## config.mk

```make
export PLATFORM = sky130hd
export DESIGN_NAME = chunk_serial_add64_flat
export DESIGN_NICKNAME = d
export VERILOG_FILES = /design/src/rtl/chunk_serial_add64_pkg.sv /design/src/rtl/chunk_serial_add64_if.sv /design/src/rtl/chunk_serial_add64_skip_add16_slice.sv /design/src/rtl/chunk_serial_add64.sv /design/src/flat_wrapper.sv
export SDC_FILE = /design/constraint.sdc
export NUM_CORES = 1
export LEC_CHECK = 0
export ABC_CLOCK_PERIOD_IN_PS = 11000
export CAP_MARGIN = 20
export CORE_ASPECT_RATIO = 0.5
export CORE_MARGIN = 2
export CORE_UTILIZATION = 50
export CTS_BUF_LIST = sky130_fd_sc_hd__clkbuf_16
export DETAILED_ROUTE_END_ITERATION = 8
export GPL_TIMING_DRIVEN = 0
export MAX_ROUTING_LAYER = met4
export PLACE_DENSITY = 0.81
export SLEW_MARGIN = 20
export SYNTH_ARGS = -nofsm -noshare
export SYNTH_HDL_FRONTEND = slang
export SYNTH_SLANG_ARGS = --single-unit
```

## constraint.sdc

```tcl
create_clock -name clk -period 11 [get_ports clk]
set_input_delay 1.65 -clock clk [delete_from_list [all_inputs] [get_ports clk]]
set_output_delay 1.65 -clock clk [all_outputs]
set_load 0.05 [all_outputs]
```

## src/rtl/chunk_serial_add64_pkg.sv

```systemverilog
// Shared types and sizing helpers for the chunk-serial 64-bit adder.
// SIGNED_OVF_EN adds a registered signed-overflow flag.
package chunk_serial_add64_pkg;

    typedef enum logic [1:0] {
        IDLE = 2'd0,
        RUN  = 2'd1,
        DONE = 2'd2
    } state_e;

    localparam int TOTAL_W_DEF = 64;
    localparam int CHUNK_W_DEF = 16;

    function automatic int nchunk(input int total_w, input int chunk_w);
        return total_w / chunk_w;
    endfunction

    function automatic int idx_w(input int n);
        return (n <= 1) ? 1 : $clog2(n);
    endfunction

endpackage

```

## src/rtl/chunk_serial_add64_if.sv

```systemverilog
// Operand/result handshake bundle for chunk_serial_add64.
// SIGNED_OVF_EN adds the ovf result bit.
interface chunk_serial_add64_if
    import chunk_serial_add64_pkg::*;
#(
    parameter int TOTAL_W = TOTAL_W_DEF
);
    logic               in_valid;
    logic               in_ready;
    logic [TOTAL_W-1:0] a;
    logic [TOTAL_W-1:0] b;
    logic               cin;
    logic               out_valid;
    logic               out_ready;
    logic [TOTAL_W-1:0] sum;
    logic               cout;
    logic               busy;
`ifdef SIGNED_OVF_EN
    logic               ovf;
`endif

    modport master (
        output in_valid, a, b, cin, out_ready,
`ifdef SIGNED_OVF_EN
        input  ovf,
`endif
        input  in_ready, out_valid, sum, cout, busy
    );

    modport slave (
        input  in_valid, a, b, cin, out_ready,
`ifdef SIGNED_OVF_EN
        output ovf,
`endif
        output in_ready, out_valid, sum, cout, busy
    );

endinterface

```

## src/rtl/chunk_serial_add64_skip_add16_slice.sv

```systemverilog
// Combinational carry-skip adder slice: ripple inside 4-bit blocks,
// block carry bypasses the ripple when every bit propagates.
module skip_add16_slice #(
    parameter int W   = 16,
    parameter int BLK = 4
) (
    input  logic [W-1:0] a_i,
    input  logic [W-1:0] b_i,
    input  logic         cin_i,
    output logic [W-1:0] s_o,
    output logic         cout_o
);
    if (W % BLK != 0) begin : g_bad_blk
        $error("skip_add16_slice: W must be a multiple of BLK");
    end

    logic c;
    logic cb;
    logic p;
    logic pall;

    always_comb begin
        s_o  = '0;
        c    = cin_i;
        cb   = 1'b0;
        p    = 1'b0;
        pall = 1'b0;
        for (int k = 0; k < W; k += BLK) begin
            cb   = c;
            pall = 1'b1;
            for (int j = 0; j < BLK; j++) begin
                p          = a_i[k+j] ^ b_i[k+j];
                s_o[k+j]   = p ^ c;
                c          = (a_i[k+j] & b_i[k+j]) | (p & c);
                pall       = pall & p;
            end
            if (pall) c = cb;
        end
        cout_o = c;
    end

endmodule

```

## src/rtl/chunk_serial_add64.sv

```systemverilog
// Multi-cycle wide adder: one CHUNK_W slice, LSB chunk first, carry chained
// through a register. SIGNED_OVF_EN adds a registered signed-overflow output.
module chunk_serial_add64
    import chunk_serial_add64_pkg::*;
#(
    parameter int TOTAL_W = TOTAL_W_DEF,
    parameter int CHUNK_W = CHUNK_W_DEF
) (
    input  logic                 clk,
    input  logic                 rst,
    chunk_serial_add64_if.slave  bus
);
    localparam int NCHUNK = nchunk(TOTAL_W, CHUNK_W);
    localparam int IW     = idx_w(NCHUNK);

    if (TOTAL_W % CHUNK_W != 0) begin : g_bad_width
        $error("chunk_serial_add64: TOTAL_W must be a multiple of CHUNK_W");
    end

    state_e               state_q, state_d;
    logic [TOTAL_W-1:0]   a_q, a_d;
    logic [TOTAL_W-1:0]   b_q, b_d;
    logic [TOTAL_W-1:0]   sum_q, sum_d;
    logic                 carry_q, carry_d;
    logic                 cout_q, cout_d;
    logic [IW-1:0]        idx_q, idx_d;
    logic [CHUNK_W-1:0]   slice_s;
    logic                 slice_c;
    logic [TOTAL_W-1:0]   slice_ext;

    skip_add16_slice #(.W(CHUNK_W)) u_slice (
        .a_i    (a_q[CHUNK_W-1:0]),
        .b_i    (b_q[CHUNK_W-1:0]),
        .cin_i  (carry_q),
        .s_o    (slice_s),
        .cout_o (slice_c)
    );

    // New chunk enters at the top so the LSB chunk ends up at the bottom.
    assign slice_ext = TOTAL_W'(slice_s);

`ifdef SIGNED_OVF_EN
    logic amsb_q, amsb_d;
    logic bmsb_q, bmsb_d;
    logic ovf_q, ovf_d;
`endif

    always_comb begin
        state_d = state_q;
        a_d     = a_q;
        b_d     = b_q;
        sum_d   = sum_q;
        carry_d = carry_q;
        cout_d  = cout_q;
        idx_d   = idx_q;
`ifdef SIGNED_OVF_EN
        amsb_d  = amsb_q;
        bmsb_d  = bmsb_q;
        ovf_d   = ovf_q;
`endif
        unique case (state_q)
            IDLE: begin
                if (bus.in_valid) begin
                    a_d     = bus.a;
                    b_d     = bus.b;
                    carry_d = bus.cin;
                    idx_d   = '0;
                    state_d = RUN;
`ifdef SIGNED_OVF_EN
                    amsb_d  = bus.a[TOTAL_W-1];
                    bmsb_d  = bus.b[TOTAL_W-1];
`endif
                end
            end
            RUN: begin
                sum_d   = (sum_q >> CHUNK_W) | (slice_ext << (TOTAL_W - CHUNK_W));
                carry_d = slice_c;
                a_d     = a_q >> CHUNK_W;
                b_d     = b_q >> CHUNK_W;
                idx_d   = idx_q + IW'(1);
                if (idx_q == IW'(NCHUNK - 1)) begin
                    cout_d  = slice_c;
                    state_d = DONE;
`ifdef SIGNED_OVF_EN
                    ovf_d   = (amsb_q == bmsb_q) &&
                              (slice_s[CHUNK_W-1] != amsb_q);
`endif
                end
            end
            DONE: begin
                if (bus.out_ready) state_d = IDLE;
            end
            default: state_d = IDLE;
        endcase
    end

    always_ff @(posedge clk or posedge rst) begin
        if (rst) begin
            state_q <= IDLE;
            a_q     <= '0;
            b_q     <= '0;
            sum_q   <= '0;
            carry_q <= 1'b0;
            cout_q  <= 1'b0;
            idx_q   <= '0;
        end else begin
            state_q <= state_d;
            a_q     <= a_d;
            b_q     <= b_d;
            sum_q   <= sum_d;
            carry_q <= carry_d;
            cout_q  <= cout_d;
            idx_q   <= idx_d;
        end
    end

`ifdef SIGNED_OVF_EN
    always_ff @(posedge clk or posedge rst) begin
        if (rst) begin
            amsb_q <= 1'b0;
            bmsb_q <= 1'b0;
            ovf_q  <= 1'b0;
        end else begin
            amsb_q <= amsb_d;
            bmsb_q <= bmsb_d;
            ovf_q  <= ovf_d;
        end
    end
    assign bus.ovf = ovf_q;
`endif

    assign bus.in_ready  = (state_q == IDLE);
    assign bus.out_valid = (state_q == DONE);
    assign bus.busy      = (state_q != IDLE);
    assign bus.sum       = sum_q;
    assign bus.cout      = cout_q;

endmodule

```

## src/flat_wrapper.sv

```systemverilog
// flat-port wrapper written by rule: the top's interface ports become plain ports
module chunk_serial_add64_flat import chunk_serial_add64_pkg::*;
#(
    parameter int TOTAL_W = TOTAL_W_DEF,
    parameter int CHUNK_W = CHUNK_W_DEF
)
  (clk, rst, bus_in_valid, bus_a, bus_b, bus_cin, bus_out_ready, bus_in_ready, bus_out_valid, bus_sum, bus_cout, bus_busy);
  chunk_serial_add64_if #(.TOTAL_W(TOTAL_W)) bus_i ();
  input  logic clk;
  input  logic rst;
  input wire logic [$bits(bus_i.in_valid)-1:0] bus_in_valid;
  input wire logic [$bits(bus_i.a)-1:0] bus_a;
  input wire logic [$bits(bus_i.b)-1:0] bus_b;
  input wire logic [$bits(bus_i.cin)-1:0] bus_cin;
  input wire logic [$bits(bus_i.out_ready)-1:0] bus_out_ready;
  output wire logic [$bits(bus_i.in_ready)-1:0] bus_in_ready;
  output wire logic [$bits(bus_i.out_valid)-1:0] bus_out_valid;
  output wire logic [$bits(bus_i.sum)-1:0] bus_sum;
  output wire logic [$bits(bus_i.cout)-1:0] bus_cout;
  output wire logic [$bits(bus_i.busy)-1:0] bus_busy;
  assign bus_i.in_valid = bus_in_valid;
  assign bus_i.a = bus_a;
  assign bus_i.b = bus_b;
  assign bus_i.cin = bus_cin;
  assign bus_i.out_ready = bus_out_ready;
  assign bus_in_ready = bus_i.in_ready;
  assign bus_out_valid = bus_i.out_valid;
  assign bus_sum = bus_i.sum;
  assign bus_cout = bus_i.cout;
  assign bus_busy = bus_i.busy;
  chunk_serial_add64 #(.TOTAL_W(TOTAL_W), .CHUNK_W(CHUNK_W)) u_core (.clk(clk), .rst(rst), .bus(bus_i));
endmodule
```

After elaboration in Yosys (flattened, before gate mapping). Cells that the tools add are included. W data, S select, Z words.

Div/mod/pow operators: 0. Add/sub/neg operators: 1. Muxes and demuxes: 16. Shifts and indexed selects: 0. Eq/ne operators: 6. Reduce and logical (&&, ||, !) cells: 6. Bitwise logic cells: 93. Multiply operators: 0. $lt $le $gt $ge: 0.

Operators by type and width (number): $pmux W64 S2 (2); $mux W64 (2); $or A48 B64 Y64 (1); $and A1 B1 Y1 (44); $xor A1 B1 Y1 (32); $or A1 B1 Y1 (16); $mux W2 (4); $pmux W2 S3 (1); $mux W1 (5); $eq A2 B2 Y1 const B (2); $ne A2 B2 Y1 const B (2); $pmux W2 S2 (1); $reduce_and A2 Y1 (2); $reduce_bool A2 Y1 (2); $reduce_and A3 Y1 (1); $add A2 B1 Y2 const B (1); $eq A2 B1 Y1 const B (1); $logic_not A2 Y1 (1); $ne A2 B1 Y1 const B (1); $pmux W1 S2 (1).

Word-level logic and storage cells: 129. Output and inout port bits: 68. Latch bits: 0. Input port bits: 133. Memories: 0. RAM bits: 0. Bits in read-only memories: 0. Flip-flop bits (word level): 198.

Logic depth before layout (Yosys ltp).
Depth in word-level cells: 38. Depth in mapped cells: 28. Mapped depth without buffers: 28.

Cells and area by module. Synthesis repeated with hierarchy kept, for this count alone.

Cell total of the unflattened synthesis: 857. Area total of the unflattened synthesis: 9251.4 sq um.

Modules (own cells, without submodules): chunk_serial_add64 (area an instance 8608.3 sq um, sequential area each 4954.8 sq um, times used 1, cells an instance 802); skip_add16_slice (area an instance 643.1 sq um, sequential area each 0.0 sq um, times used 1, cells an instance 55).

Worst setup path after synthesis. Ideal clock, no wire load.

Kind: register to register. Start point: register u_core.carry_q. End point: register u_core.sum_q[63] (netlist: u_core.bus.sum[63]). Stages on the path, launching flop included: 27. Data required time: 10.917 ns. Path buffers: 0. Path slack: 2.530 ns. Library setup time: 0.083 ns. Arrival time: 8.387 ns. Period minus slack after synthesis: 8.470 ns. Cell sequence: dfrtp_1 inv_1 fa_1 inv_1 fa_1 fa_1 fa_1 mux2i_1 inv_1 fa_1 fa_1 fa_1 fa_1 nor2_1 a21oi_1 fa_1 fa_1 fa_1 fa_1 nor2b_1 or2_2 fa_1 fa_1 fa_1 inv_1 fa_1 o21ai_0.

Longest elaborated chain between the ends: 35.

RTL lines: start, declared (RTL line chunk_serial_add64.sv:24) `logic carry_q, carry_d;`; start signal, assigned (RTL line chunk_serial_add64.sv:111) `carry_q <= carry_d;`; $and A1 B1 Y1 (RTL line chunk_serial_add64_skip_add16_slice.sv:34) `c = (a_i[k+j] & b_i[k+j]) | (p & c);`; $or A1 B1 Y1 (RTL line chunk_serial_add64_skip_add16_slice.sv:34); $and A1 B1 Y1 (RTL line chunk_serial_add64_skip_add16_slice.sv:34); $or A1 B1 Y1 (RTL line chunk_serial_add64_skip_add16_slice.sv:34); $and A1 B1 Y1 (RTL line chunk_serial_add64_skip_add16_slice.sv:34); $or A1 B1 Y1 (RTL line chunk_serial_add64_skip_add16_slice.sv:34); $and A1 B1 Y1 (RTL line chunk_serial_add64_skip_add16_slice.sv:34); $or A1 B1 Y1 (RTL line chunk_serial_add64_skip_add16_slice.sv:34); (+19 left out); $and A1 B1 Y1 * (RTL line chunk_serial_add64_skip_add16_slice.sv:34); $or A1 B1 Y1 * (RTL line chunk_serial_add64_skip_add16_slice.sv:34); $and A1 B1 Y1 * (RTL line chunk_serial_add64_skip_add16_slice.sv:34); $or A1 B1 Y1 * (RTL line chunk_serial_add64_skip_add16_slice.sv:34); $and A1 B1 Y1 * (RTL line chunk_serial_add64_skip_add16_slice.sv:34); $or A1 B1 Y1 * (RTL line chunk_serial_add64_skip_add16_slice.sv:34); $xor A1 B1 Y1 * (RTL line chunk_serial_add64_skip_add16_slice.sv:33) `s_o[k+j] = p ^ c;`; $or A48 B64 Y64 * (RTL line chunk_serial_add64.sv:76) `sum_d = (sum_q >> CHUNK_W) | (slice_ext << (TOTAL_W - CHUNK_W));`; end signal, assigned (RTL line chunk_serial_add64.sv:110) `sum_q <= sum_d;`; end, declared (RTL line chunk_serial_add64.sv:23) `logic [TOTAL_W-1:0] sum_q, sum_d;`.

Every way passes the cells marked *; elsewhere a longest branch is shown, timed or not. A chain may end at the register's enable or synchronous reset.

Worst setup path after layout.
Start point: register u_core.b_q[0]. End point: register u_core.sum_q[63] (netlist: u_core.bus.sum[63]).

Longest elaborated chain between the ends: 36. Elaborated cells on any way between the ends: 40. Classes of those cells: mux: 3; bitwise: 37.

RTL lines: start, declared (RTL line chunk_serial_add64.sv:22) `logic [TOTAL_W-1:0] b_q, b_d;`; start signal, assigned (RTL line chunk_serial_add64.sv:101) `b_q <= '0;`; start signal, assigned (RTL line chunk_serial_add64.sv:109) `b_q <= b_d;`; $xor A1 B1 Y1 (RTL line chunk_serial_add64_skip_add16_slice.sv:32) `p = a_i[k+j] ^ b_i[k+j];`; $and A1 B1 Y1 (RTL line chunk_serial_add64_skip_add16_slice.sv:34); $or A1 B1 Y1 (RTL line chunk_serial_add64_skip_add16_slice.sv:34); $and A1 B1 Y1 (RTL line chunk_serial_add64_skip_add16_slice.sv:34); $or A1 B1 Y1 (RTL line chunk_serial_add64_skip_add16_slice.sv:34); $and A1 B1 Y1 (RTL line chunk_serial_add64_skip_add16_slice.sv:34); $or A1 B1 Y1 (RTL line chunk_serial_add64_skip_add16_slice.sv:34); $and A1 B1 Y1 (RTL line chunk_serial_add64_skip_add16_slice.sv:34); (+20 left out); $and A1 B1 Y1 * (RTL line chunk_serial_add64_skip_add16_slice.sv:34); $or A1 B1 Y1 * (RTL line chunk_serial_add64_skip_add16_slice.sv:34); $and A1 B1 Y1 * (RTL line chunk_serial_add64_skip_add16_slice.sv:34); $or A1 B1 Y1 * (RTL line chunk_serial_add64_skip_add16_slice.sv:34); $and A1 B1 Y1 * (RTL line chunk_serial_add64_skip_add16_slice.sv:34); $or A1 B1 Y1 * (RTL line chunk_serial_add64_skip_add16_slice.sv:34); $xor A1 B1 Y1 * (RTL line chunk_serial_add64_skip_add16_slice.sv:33); $or A48 B64 Y64 * (RTL line chunk_serial_add64.sv:76).

Marked as above.

==> impl_metrics.json <==
{
  "start_util_pct": 51.1,
  "htreeDepth": 4,
  "drt-vias-per-instance": 5.21,
  "ir_drop_mv": 0.199,
  "synth_compound_area_share_pct": 9.71,
  "dpl.cell_count": 1271,
  "routed_wl_mm": 22.7,
  "post-dp-hpwl_mm": 17.4,
  "status": "finished clean",
  "clock_latency_ps": 430,
  "remaining_drc_errors": 0,
  "first_pass_iters": 5,
  "synth_area_leader_cell": "dfrtp_1",
  "setup_viol": 0,
  "gp_congestion": 0.852,
  "drv_slew": 0,
  "grt_pass1_vias": 6982,
  "post-route-period-util_pct": 81.9,
  "hold_viol": 0,
  "synth-seq-cells": 198,
  "yosysUniqueCellTypes": 27,
  "synthMostInstantiatedCell": "nand2_1",
  "n_antenna_cell": 0,
  "postRouteAntennaNets": 0,
  "stdcell_count": 1303,
  "clk_path_buf_depth": 2,
  "syn-cell-area_mm2": 0.00889,
  "dpl_cell_area_mm2": 0.0112,
  "ys_seq_area_share_pct": 55.8,
  "wl_per_cell_um": 17.4,
  "whs_ps": 474,
  "dieHeight_um": 98.3,
  "hold_path_class": "flop to flop",
  "min_period_ps": 9010,
  "grt_first_pass_wirelength_mm": 36.9,
  "seqCellArea_mm2": 0.00495,
  "yosys-top-cells-area": "dfrtp_1 56%, nand2_1 12%, mux2i_1 11%, o21ai_1 5.6%, fa_1 3.6%",
  "tightest_slew_ps": 608,
  "dieWidth_um": 193,
  "powerDensity_mw_per_mm2": 338,
  "rsz0062_at_grt": "false",
  "multi_input_area_mm2": 0.00354,
  "cp.arrival_ps": 9370,
  "yosys_warnings": 0,
  "synth_edf_count": 0,
  "fin_tns_setup_ps": 0,
  "ys.flop_type": "dfrtp_1",
  "muxShareOfSynthArea_pct": 10.9,
  "required_ps": 11350,
  "cts-resized-gates": 0,
  "gr-total-overflow": 0,
  "numCtsBuffers": 17,
  "synthTopCellsByCount": "289 x nand2_1, 198 x dfrtp_1, 99 x o21ai_1",
  "row_count": 34,
  "crit_type": "flop to flop",
  "dieArea_mm2": 0.0189,
  "cts-root-buf": "clkbuf_16",
  "critPathMaxFanout": 3,
  "clock.fmax_mhz": 111,
  "nNetsFinal": 1222,
  "cts_hold_buf": 0,
  "end_kind": "flop",
  "syn_nets": 1002,
  "core_mm2": 0.0174,
  "skew_ps": 9.07,
  "drive_above_1_share_pct": 7.39,
  "power.leakage_nw": 5.64,
  "synthSimpleGateAreaFrac_pct": 13.2,
  "cts_tree": "yes",
  "synth_top_family_by_area": "simple AND/OR/NAND/NOR gates",
  "syn_inst": 836,
  "io_buffer_count": 200,
  "vias": 6785,
  "cp-start-kind": "flop",
  "slew_headroom_pct": 59.4,
  "yosysTopAreaCellShare_pct": 55.8,
  "io_pins": 201,
  "max_cap_viol_count": 0,
  "postSynth.asyncResetShare_pct": 100,
  "antenna_found_initial": 0,
  "n_fill_cell": 1360,
  "drt-initial-drc-count": 474,
  "grt_max_degree": 111,
  "postCtsSetupBuffers": 0,
  "synthToLayoutAreaGrowth_pct": 32.0,
  "synth_xor_area_share_pct": 0,
  "clkTransAtPathRegs_ps": 70,
  "cts_sinks": 198,
  "gr-usage-all-layers_pct": 26.1,
  "synth.avg_cell_area_um2": 10.6,
  "fin_area_mm2": 0.0117,
  "synth_adder_area_share_pct": 6.00
}
area by class of cell:
| cell class | count | area share, % |
|---|---|---|
| repair buffers | 201 | 17.3 |
| inverters | 10 | 0.384 |
| multi-input cells | 573 | 30.2 |
| clock inverters | 15 | 0.789 |
| plain buffers | 55 | 3.04 |
| well taps | 234 | 2.49 |
| flip-flops and latches | 198 | 42.2 |
| clock buffers | 17 | 3.63 |
logic make-up (layout without fill, tap and decap cells):
family,Yosys count,in the layout
muxes,97,97
adders and majority gates,33,33
and+or+nand+nor,303,303
DFF,198,198
buffers and inverters,65,298
AOI/OAI and AO/OA,140,140
worst max-delay path, stage by stage, from the launching register on:
cell and delay (ps):
dfrtp_1 440, inv_1 110, fa_1 180, inv_1 50
fa_1 450, fa_1 480, fa_1 430, mux2i_1 330
inv_1 120, fa_1 470, fa_1 460, fa_1 460
fa_1 460, nor2_1 110, a21oi_1 60, fa_1 460
fa_1 470, fa_1 460, fa_1 410, nor2b_1 170
or2_2 310, fa_1 470, fa_1 460, fa_1 430
inv_1 90, fa_1 410, o21ai_0 160
where the power goes:
| group | internal [W] | switching [W] |
|---|---|---|
| Clock | 0.000286 | 0.000275 |
| Sequential | 0.00106 | 0.000260 |
| Combinational | 0.000806 | 0.00128 |
| Total | 0.00215 | 0.00181 |
stage by stage:
stage / power, W / setup slack [ps] / util [%]
after floorplan: 0.00272 / 2530 / -
after global placement: 0.00332 / 1690 / 64.3
after detailed placement: 0.00341 / 2080 / 64.5
after CTS: 0.00398 / 2000 / 67.4
after global routing: 0.00424 / 1620 / 67.4
final: 0.00397 / 1990 / 67.4
registers in the layout, indices dropped and copies added, names as in the netlist:
name / flops
u_core.carry_q: 1
u_core.idx_q: 2
u_core.b_q: 64
u_core.state_q: 2
u_core.bus.cout: 1
u_core.a_q: 64
u_core.bus.sum: 64
layer usage:
layer / vias up / GRT usage (%) / routed length, µm
li1: 3219 / - / -
met2: 194 / 40.2 / 10600
met4: 0 / 6.17 / 291
met1: 3346 / 36.5 / 10600
met3: 26 / 4.21 / 1230
met5: - / - / 0
cells in the final DEF, fill, tap and decap left out, types with 8 or more instances in the layout:
cell type | netlist | routed
nand2_1 | 289 | 289
clkdlybuf4s50_1 | 0 | 200
dfrtp_1 | 198 | 198
o21ai_1 | 99 | 99
mux2i_1 | 97 | 97
a22o_1 | 33 | 33
buf_2 | 21 | 21
buf_4 | 17 | 17
ha_1 | 17 | 17
clkbuf_16 | 0 | 17
fa_1 | 16 | 16
inv_1 | 10 | 12
clkbuf_1 | 9 | 9
buf_6 | 8 | 8
final timing paths:
kind | from | endpoint | slack, ps | cells after the start
setup / recovery | u_core.b_q[0] | u_core.bus.sum[63] | 1990 | 26
hold / removal | u_core.bus.sum[4] | u_core.bus.sum[4] | 470 | 2
setup reg to reg | u_core.b_q[0] | u_core.bus.sum[63] | 1990 | 26
hold reg to reg | u_core.bus.sum[4] | u_core.bus.sum[4] | 470 | 2
max in group asynchronous | rst | u_core.b_q[47] | 8320 | 3
min in group asynchronous | rst | u_core.bus.sum[10] | 1720 | 2
No activity file was read; power rests on OpenSTA's default activity.
